--- src/rtl/i2s_rx_slave_core.sv ---
// I2S receive slave: synchronises sck/ws/sd into wb_clk_i, deserialises MSB-first
// words with the standard one-bit ws delay and queues them in a small FIFO.
module i2s_rx_slave_core #(
  parameter int DATA_RES   = 16,
  parameter int FIFO_DEPTH = 8,
  parameter int INT_THRESH = 4
) (
  input  logic                               wb_clk_i,
  input  logic                               wb_rst_i,
  input  logic                               i2s_sck_i,
  input  logic                               i2s_ws_i,
  input  logic                               i2s_sd_i,
  input  logic                               enable_i,
  output logic [31:0]                        rx_dat_o,
  output logic                               rx_chan_o,
  output logic                               rx_valid_o,
  input  logic                               rx_ready_i,
  output logic [$clog2(FIFO_DEPTH+1)-1:0]    rx_level_o,
  output logic                               overrun_o,
  input  logic                               int_clr_i,
  output logic                               rx_int_o
);

  localparam int AW = $clog2(FIFO_DEPTH);
  localparam int LW = $clog2(FIFO_DEPTH + 1);

  typedef enum logic [1:0] {
    IDLE,
    SYNC,
    SHIFT
  } state_t;

  state_t state_q, state_d;

  logic sck_s1, sck_s2, sck_s3;
  logic ws_s1, ws_s2;
  logic sd_s1, sd_s2;
  logic ws_prev;
  logic strobe;

  logic [DATA_RES-1:0] sh_q, sh_d, sh_bit;
  logic [5:0]          cnt_q, cnt_d;
  logic                push;
  logic [32:0]         push_word;

  logic [32:0]   mem [FIFO_DEPTH];
  logic [AW-1:0] wr_ptr, rd_ptr;
  logic [LW-1:0] level;
  logic          full, pop, wr_en;

  // ---------------------------------------------------------------- synchronisers
  always_ff @(posedge wb_clk_i) begin
    if (wb_rst_i) begin
      sck_s1 <= 1'b0;
      sck_s2 <= 1'b0;
      sck_s3 <= 1'b0;
      ws_s1  <= 1'b0;
      ws_s2  <= 1'b0;
      sd_s1  <= 1'b0;
      sd_s2  <= 1'b0;
    end else begin
      sck_s1 <= i2s_sck_i;
      sck_s2 <= sck_s1;
      sck_s3 <= sck_s2;
      ws_s1  <= i2s_ws_i;
      ws_s2  <= ws_s1;
      sd_s1  <= i2s_sd_i;
      sd_s2  <= sd_s1;
    end
  end

  assign strobe = sck_s2 & ~sck_s3;

  always_ff @(posedge wb_clk_i) begin
    if (wb_rst_i) begin
      ws_prev <= 1'b0;
    end else if (strobe) begin
      ws_prev <= ws_s2;
    end
  end

  // ---------------------------------------------------------------- deserialiser FSM
  always_ff @(posedge wb_clk_i) begin
    if (wb_rst_i) begin
      state_q <= IDLE;
      sh_q    <= '0;
      cnt_q   <= '0;
    end else begin
      state_q <= state_d;
      sh_q    <= sh_d;
      cnt_q   <= cnt_d;
    end
  end

  always_comb begin
    state_d = state_q;
    sh_d    = sh_q;
    cnt_d   = cnt_q;
    push    = 1'b0;
    sh_bit  = sh_q;
    // Slot position cnt maps to bit DATA_RES-1-cnt; bits past the resolution never match.
    for (int unsigned i = 0; i < DATA_RES; i++) begin
      if ({26'd0, cnt_q} == DATA_RES - 1 - i) begin
        sh_bit[i] = sd_s2;
      end
    end
    unique case (state_q)
      IDLE: begin
        sh_d  = '0;
        cnt_d = '0;
        if (enable_i) begin
          state_d = SYNC;
        end
      end
      SYNC: begin
        if (!enable_i) begin
          state_d = IDLE;
        end else if (strobe && (ws_s2 != ws_prev)) begin
          state_d = SHIFT;
        end
      end
      SHIFT: begin
        if (!enable_i) begin
          state_d = IDLE;
        end else if (strobe) begin
          if (ws_s2 != ws_prev) begin
            // ws changes one bit early: this strobe's bit is the LSB slot of the ending word.
            push  = 1'b1;
            sh_d  = '0;
            cnt_d = '0;
          end else begin
            sh_d  = sh_bit;
            cnt_d = (cnt_q == 6'd63) ? cnt_q : cnt_q + 6'd1;
          end
        end
      end
      default: state_d = IDLE;
    endcase
  end

  assign push_word = {ws_prev, 32'(signed'(sh_bit))};

  // ---------------------------------------------------------------- FIFO
  assign full       = (level == LW'(FIFO_DEPTH));
  assign rx_valid_o = (level != '0);
  assign pop        = rx_valid_o & rx_ready_i;
  assign wr_en      = push & (~full | pop);

  always_ff @(posedge wb_clk_i) begin
    if (wr_en) begin
      mem[wr_ptr] <= push_word;
    end
  end

  always_ff @(posedge wb_clk_i) begin
    if (wb_rst_i) begin
      wr_ptr <= '0;
      rd_ptr <= '0;
      level  <= '0;
    end else begin
      if (wr_en) begin
        wr_ptr <= wr_ptr + 1'b1;
      end
      if (pop) begin
        rd_ptr <= rd_ptr + 1'b1;
      end
      if (wr_en && !pop) begin
        level <= level + 1'b1;
      end else if (!wr_en && pop) begin
        level <= level - 1'b1;
      end
    end
  end

  assign rx_dat_o   = rx_valid_o ? mem[rd_ptr][31:0] : '0;
  assign rx_chan_o  = rx_valid_o ? mem[rd_ptr][32] : 1'b0;
  assign rx_level_o = level;

  // ---------------------------------------------------------------- overrun / interrupt
  always_ff @(posedge wb_clk_i) begin
    if (wb_rst_i) begin
      overrun_o <= 1'b0;
    end else if (push && full && !pop) begin
      overrun_o <= 1'b1;
    end else if (int_clr_i) begin
      overrun_o <= 1'b0;
    end
  end

  always_ff @(posedge wb_clk_i) begin
    if (wb_rst_i) begin
      rx_int_o <= 1'b0;
    end else begin
      rx_int_o <= (level >= LW'(INT_THRESH)) | overrun_o;
    end
  end

endmodule

--- config.mk ---
export PLATFORM = sky130hd
export DESIGN_NAME = i2s_rx_slave_core
export DESIGN_NICKNAME = d
export VERILOG_FILES = /design/src/rtl/i2s_rx_slave_core.sv
export SDC_FILE = /design/constraint.sdc
export NUM_CORES = 1
export LEC_CHECK = 0
export CORE_UTILIZATION = 35
export DETAILED_ROUTE_END_ITERATION = 7
export PLACE_DENSITY_LB_ADDON = 0.08
export SKIP_CTS_REPAIR_TIMING = 1
export SLEW_MARGIN = 40
export SYNTH_ARGS = -nofsm -noshare
export SYNTH_HDL_FRONTEND = slang
export SYNTH_SLANG_ARGS = --single-unit
--- constraint.sdc ---
create_clock -name wb_clk_i -period 4 [get_ports wb_clk_i]
set_clock_uncertainty 0.1 [all_clocks]
set_input_delay 0.6 -clock wb_clk_i [delete_from_list [all_inputs] [get_ports wb_clk_i]]
set_output_delay 0.6 -clock wb_clk_i [all_outputs]
set_load 0.03 [all_outputs]
; ---- Word level (Yosys, flattened, before mapping)
; Memory sizes are Yosys's and may differ from the RTL's. A register that Yosys moved wholly into a read port is not among the register bits.
; Index checks and enable logic that the tools add are counted.
; Widths: inputs -> output; s select.
[totals]
ff_bits = 44
ramBits = 264
inputBits = 8
output_inout_bits = 40
elab_cells = 116
n_memories = 1
[op_classes]
add_sub_neg = 5
order_cmp = 1
n_eq_ne = 26
n_mux = 44
n_bitwise = 7
reduce_logical = 16
[mem_list]
columns = memory, words, width, rd, rd_clocked_by_memory_dff, write_ports, line_no
row1 = mem, 8, 33, 1, 1, 1, 46  ; logic [32:0] mem [FIFO_DEPTH];
[op_table]
columns = op, n
row1 = $eq 6x4->1 const B, 8
row2 = $mux 16, 3
row3 = $mux 32, 1
row4 = $pmux 16 s2, 1
row5 = $mux 1, 25
row6 = $eq 6x3->1 const B, 4
row7 = $mux 6, 4
row8 = $eq 6x2->1 const B, 2
row9 = $pmux 6 s2, 1
row10 = $mux 2, 4
row11 = $mux 4, 2
row12 = $ne 2x2->1 const B, 4
row13 = $add 3x1->3 const B, 2
row14 = $add 6x1->6 const B, 1
row15 = $eq 6x1->1 const B, 1
row16 = $eq 6x6->1 const B, 1
row17 = $logic_not 6->1, 1
row18 = $mux 3, 2
row19 = $ne 3x3->1 const B, 2
row20 = $pmux 2 s3, 1
row21 = $reduce_and 3->1, 2
row22 = $reduce_bool 2->1, 3
row23 = $logic_and 1x1->1, 5
row24 = $add 4x1->4 const B, 1
row25 = 13 further kinds, 18

; ---- Longest topological paths before layout
; Gate-level depths: netlist of the first run.
[logic_depth]
word_depth = 10
ltp_mapped = 11
depth_no_buf = 11

; ---- Worst setup path after synthesis of the first run
; Ideal clock, no wire load.
[synth_path]
path_type = register -> register
from = register ws_prev
to = memory mem[0][0], enable pin
setup_ps = 435
arrival_ps = 2911
t_required_ps = 3465
path_slack_ps = 554
stages_incl_launch_ff = 5
n_path_buf = 0
synth_period_minus_slack_ps = 3446
cell_sequence = dfxtp_1 > xor2_1 > nor3b_2 > nand2_1 > nor4_1
[synth_via]
elab_chain_len = 8
[synth_lines]
columns = element, line_no
row1 = from (decl), 38  ; logic ws_prev;
row2 = from (signal assigned), 78  ; ws_prev <= ws_s2;
row3 = $ne 1x1->1, 126  ; if (ws_s2 != ws_prev) begin
row4 = $mux 1, 126
row5 = $mux 1, 125  ; end else if (strobe) begin
row6 = $mux 1, 123  ; if (!enable_i) begin
row7 = $mux 1, 107  ; unique case (state_q)
row8 = $and 1x1->1, 147  ; assign wr_en = push & (~full | pop);
row9 = $mux 1, 150  ; if (wr_en) begin
row10 = $mux 1 (not written as such), 151  ; mem[wr_ptr] <= push_word;
row11 = to (decl), 46
; Every way passes these cells.

==> run summary, run 1 <==
# setup viols final - 0
final worst-path cycle share - 83.71%
CP startpoint kind - register
outcome - finished, final reports clean
Data arrival, critical path - 2.65 ns
IO Port Bufs - 47
CTS Buf Count - 17
1st-iter DRT viols - 218
RSZ-0062 raised after global routing - no
Yosys warnings - 0
die area - 22380 um^2
crit path kind - reg2out
clock slew at reported path FFs - 0.06 ns
largest stage delay on the critical path - 0.59 ns
Lkg Pwr - 3.068 nW
clk_lat worst skew - 0.42 ns
power consumption - 5.489 mW
I/O pins - 48
Chip Height - 149.6 um
Synth Register Bits - 183
core box area - 21220 um^2
worst min-delay path class - reg2reg
Vias per Instance - 5.023
Max H-tree Level - 4
placed cell count - 793
Worst slew margin - 57.17%
first-pass GRT wire length - 23850 um
Final GP Congestion - 0.7496
Initial Util - 35.94%
commonest cells after routing, fill and taps aside - edfxtp_1, nor2_1, clkdlybuf4s50_1, dfxtp_1, mux4_2
Unique masters post-synth - 45
CP max FO - 18
vias in the first global route - 4180
Final nets - 555
FFs w/ async S/R, synth - 0%
routed length per instance - 18.71 um
min cycle time layout - 3.348 ns
Worst Setup End Kind - output pin
Final Non-Filler Cells - 825
drt total wl - 15440 um
root buffer cell - clkbuf_16
register area share after synthesis - 65.89%
commonest non-fill, non-tap cell in the layout - edfxtp_1
share of cells above drive strength 1 - 21.09%
Slew @ Worst Pin - 0.6416 ns
CP max stage cell - clkdlybuf4s50_1
syn nets - 510
EDFF count, synth - 136
power density over cell area - 613.9 nW/um^2
clock tree buffer depth - 2
dpl hpwl - 9471 um
ys flop type - edfxtp_1
Max-Cap Viols - 0
CTS Sinks - 183
Final ANT Viol Nets - 0
Cells after Synth - 492
number of remaining DRC errors - 0
Ant. Diodes - 0
Die Width - 149.6 um
Reg-to-Reg Start - ws_prev$_SDFFE_PP0P_
Slew Limit Fails - 0
syn_area_per_cell - 15.50 um^2
crit-path cells - buf_4 > mux4_2 > mux2i_1 > nor2_1 > clkdlybuf4s50_1
gr ovfl total - 0
hold_sp - sck_s1$_SDFF_PP0_
Critical path buffers and inverters - 2
setup tns final - 0 ns
cell row count - 53
cell family with most CP delay - buffers and inverters
number of fill cells - 1934
post-synthesis cell area - 7626 um^2
Max VDD drop - 0.0002921 V
Worst EP required - 3.30 ns
initial antenna violation count - 0
area delta synth->final - 17.24%
worst hold slack - 0.3460 ns
gr usage total - 14.74%
CTS tree - done
pin count of the biggest net entering global routing - 26
First-pass DRT Iterations - 4
Post-Route Utilization - 42.13%
via count - 4144
fmax - 298.6 MHz
final hold vios - 0
==> power breakdown <==
group | internal, mW | total (mW) | switching, mW | leakage [nW]
clock network | 0.928 | 1.64 | 0.717 | 0.279
registers | 2.05 | 2.10 | 0.0530 | 1.75
logic | 0.729 | 1.74 | 1.02 | 1.04
total | 3.70 | 5.49 | 1.79 | 3.07
==> logic make-up after synthesis <==
family / synth area share, %
AOI/OAI and AO/OA: 4.709
xor gates and xnor gates: 0.5742
adders and majority gates: 1.739
buffers and inverters: 3.429
DFF: 65.89
muxes: 15.34
and+or+nand+nor: 8.318
==> worst paths after layout <==
path | endpoint | slack, ns | depth (start not counted)
setup / recovery | rx_dat_o[3] | 0.65 | 5
hold / removal | sck_s2$_SDFF_PP0_ | 0.35 | 1
setup reg to reg | rx_level_o[3]$_SDFFE_PP0P_ | 0.67 | 11
hold reg to reg | sck_s2$_SDFF_PP0_ | 0.35 | 1
==> synthesized netlist by cell type, drive strengths merged (3+ instances only) <==
library cell  instances  area share [%]
a21oi                 9            0.59
nor2                 52             2.8
a31oi                 3            0.25
a22o                 16             1.8
nor3                 12            0.79
mux2i                19             2.5
nand3                 9            0.59
a211oi                3            0.30
nand2                14            0.69
xor2                  4            0.46
inv                   9            0.44
mux2                 19             2.8
nor2b                11            0.90
buf                  25             2.4
clkbuf               12            0.59
ha                    9             1.5
or3b                  4            0.46
o21ai                18             1.2
nor4                  5            0.61
edfxtp              136              54
nand2b                6            0.49
dfxtp                47              12
mux4                 34              10
==> layout make-up <==
class                           instances  area [um^2]  area share, %
Inverter                                9        33.78         0.3778
Tap cell                              275        344.1          3.848
Clock inverter                         14        148.9          1.665
Sequential cell                       183         5026          56.21
Clock buffer                           18        429.2          4.800
Multi-Input combinational cell        263         2369          26.49
Timing Repair Buffer                   63        590.6          6.605
==> metrics by stage <==
| stage | cell area, um^2 | worst slack, ns |
|---|---|---|
| 6_report | 8941 | 0.6515 |
| 5_1_grt | 8941 | 0.3512 |
| 4_1_cts | 8941 | 0.5455 |
| 3_5_place_dp | 8363 | 0.3805 |
| 3_3_place_gp | 8361 | 0.4289 |
| 2_1_floorplan | 7626 | 0.5545 |
==> metal layers <==
layer  share of wire [%]  wire (um)  up-vias  GRT usage (%)
met5                   0          0        -              0
li1                    -          -     1962              -
met2                  49       7541       74          24.21
met4                 1.8        277        0          5.102
met3                 2.8        433       22          3.445
met1                  47       7183     2086          19.04
==> registers in the layout (all words and copies together), names as in the netlist, 2 cells and up, named ones only <==
register	flops
rx_level_o	4
state_q	2
sh_q	16
mem	136
rd_ptr	3
wr_ptr	3
cnt_q	6
==> worst register-to-register path, delay by kind of cell (launching register included) <==
family | cells | cell delay (ns)
fa+ha+maj | 2 | 0.52
simple gates | 2 | 0.68
mux | 1 | 0.34
xor+xnor | 1 | 0.38
flops | 1 | 0.52
buf+inv | 2 | 0.25
compound gates | 3 | 0.43
Note: power is estimated with default switching activity, not from simulation.
==> inputs of run 2 (changes only) <==
==> constraint.sdc (replaced) <==
create_clock -name wb_clk_i -period 3.3 [get_ports wb_clk_i]
set_clock_uncertainty 0.1 [all_clocks]
set_input_delay 0.495 -clock wb_clk_i [delete_from_list [all_inputs] [get_ports wb_clk_i]]
set_output_delay 0.495 -clock wb_clk_i [all_outputs]
set_load 0.03 [all_outputs]
==> run summary, run 2 (synthesis results as in run 1) <==
Data arrival, critical path - 2.52 ns (was 2.65 ns)
drt total wl - 15830 um (was 15440 um)
Worst Setup End Kind - output pin (unchanged)
placed inst area - 8389 um^2 (was 8363 um^2)
die area - 22380 um^2 (unchanged)
final worst-path cycle share - 94.38%
clk_lat worst skew - 0.43 ns (was 0.42 ns)
Final nets - 560 (was 555)
gr usage total - 15.50% (was 14.74%)
routed length per instance - 19.07 um (was 18.71 um)
vias in the first global route - 4320 (was 4180)
Post-Route Utilization - 42.49% (was 42.13%)
dpl hpwl - 9666 um (was 9471 um)
CTS tree - done (unchanged)
# setup viols final - 0 (unchanged)
via count - 4149 (was 4144)
I/O pins - 48 (unchanged)
Ant. Diodes - 0 (unchanged)
1st-iter DRT viols - 250 (was 218)
Final GP Congestion - 0.7290 (was 0.7496)
power density over cell area - 751.8 nW/um^2 (was 613.9 nW/um^2)
commonest non-fill, non-tap cell in the layout - edfxtp_1 (unchanged)
largest stage delay on the critical path - 0.60 ns (was 0.59 ns)
CP startpoint kind - register (unchanged)
Final ANT Viol Nets - 0 (unchanged)
crit-path cells - buf_12 > mux4_2 > mux2i_1 > nor2_1 > clkdlybuf4s50_1 (was buf_4 > mux4_2 > mux2i_1 > nor2_1 > clkdlybuf4s50_1)
Worst EP required - 2.70 ns (was 3.30 ns)
CTS Sinks - 183 (unchanged)
final hold vios - 0 (unchanged)
IO Port Bufs - 47 (unchanged)
Final Non-Filler Cells - 830 (was 825)
number of fill cells - 1950 (was 1934)
CP max stage cell - clkdlybuf4s50_1 (unchanged)
Chip Height - 149.6 um (unchanged)
First-pass DRT Iterations - 4 (unchanged)
Worst slew margin - 54.93% (was 57.17%)
max reg flops - 136 (unchanged)
cell row count - 53 (unchanged)
Largest Register - mem (unchanged)
fmax - 321.1 MHz
clock slew at reported path FFs - 0.07 ns (was 0.06 ns)
Die Width - 149.6 um (unchanged)
cell area after layout - 9016 um^2 (was 8941 um^2)
core box area - 21220 um^2 (unchanged)
Slew @ Worst Pin - 0.6751 ns (was 0.6416 ns)
commonest cells after routing, fill and taps aside - edfxtp_1, nor2_1, dfxtp_1, buf_4, mux4_2 (was edfxtp_1, nor2_1, clkdlybuf4s50_1, dfxtp_1, mux4_2)
gr ovfl total - 0 (unchanged)
RSZ-0062 raised after global routing - no (unchanged)
Max VDD drop - 0.0003786 V (was 0.0002921 V)
area delta synth->final - 18.23% (was 17.24%)
placed cell count - 798 (was 793)
clock tree buffer depth - 2 (unchanged)
worst min-delay path class - reg2reg (unchanged)
first-pass GRT wire length - 24940 um (was 23850 um)
setup tns final - 0 ns (unchanged)
min cycle time layout - 3.115 ns
Max H-tree Level - 4 (unchanged)
top flop regs - mem x136, sh_q x16, cnt_q x6 (unchanged)
root buffer cell - clkbuf_16 (unchanged)
Initial Util - 35.94% (unchanged)
outcome - finished, final reports clean (unchanged)
crit path kind - reg2out (unchanged)
initial antenna violation count - 0 (unchanged)
Lkg Pwr - 3.147 nW (was 3.068 nW)
CTS Buf Count - 17 (unchanged)
CP max FO - 34 (was 18)
number of remaining DRC errors - 0 (unchanged)
Slew Limit Fails - 0 (unchanged)
Vias per Instance - 4.999 (was 5.023)
share of cells above drive strength 1 - 24.68% (was 21.09%)
Max-Cap Viols - 0 (unchanged)
pin count of the biggest net entering global routing - 35 (was 26)
[run 2: cell count changes in the layout (fill, tap and decap cells not counted), moves of 2 or more]
| cell | previous run | this run |
|---|---|---|
| bufinv_16 | 2 | 4 |
| buf_12 | 0 | 2 |
| clkinv_2 | 4 | 2 |
| clkdlybuf4s50_1 | 47 | 30 |
| buf_4 | 16 | 36 |
[run 2: area by class of cell]
type                       count  area [um^2]  share of cell area, %
inverter                       9        33.78                 0.3747
tap                          275        344.1                  3.816
clock buffer                  18        429.2                  4.760
sequential                   183         5026                  55.75
timing repair buffer          68        610.6                  6.772
multi-input combinational    263         2377                  26.37
clock inverter                14        195.2                  2.165
[run 2: final timing paths]
check,endpoint,from,cells past startpoint,slack (ns)
max reg2reg,rx_level_o[3]$_SDFFE_PP0P_,ws_prev$_SDFFE_PP0P_,11,0.53
max,rx_dat_o[3],register,5,0.19
min,ws_s2$_SDFF_PP0_,ws_s1$_SDFF_PP0_,1,0.34
min reg2reg,ws_s2$_SDFF_PP0_,ws_s1$_SDFF_PP0_,1,0.34
[run 2: critical path: cells and delay by family (launching register included)]
kind          cells  cell delay [ns]
flops             1             0.34
mux               2             0.79
simple gates      1             0.07
buf+inv           2             0.88
[run 2: power by group]
group,leakage (nW),switching [mW],internal [mW],total [mW]
registers,1.75,0.0608,2.48,2.54
clock network,0.301,0.876,1.28,2.15
logic,1.10,1.24,0.846,2.08
total,3.15,2.18,4.60,6.78
[run 2: per-stage QoR]
stage	setup slack [ns]	power, mW	hold WS (ns)
global route	0.03101	7.099	0.3655
global placement	0.1729	4.705	0.3329
floorplan	0.2781	4.030	0.3138
detailed placement	0.07933	4.721	0.3330
finish	0.1853	6.779	0.3441
CTS	0.08548	6.876	0.3500
[run 2: layer usage]
layer	track usage (%)	wire length, um	share of wire, %	up-vias
li1	-	-	-	1967
met1	19.96	7433	47	2124
met2	25.86	7923	50	48
met3	3.567	333	2.1	10
met4	4.694	135	0.85	0
met5	0	0	0	-
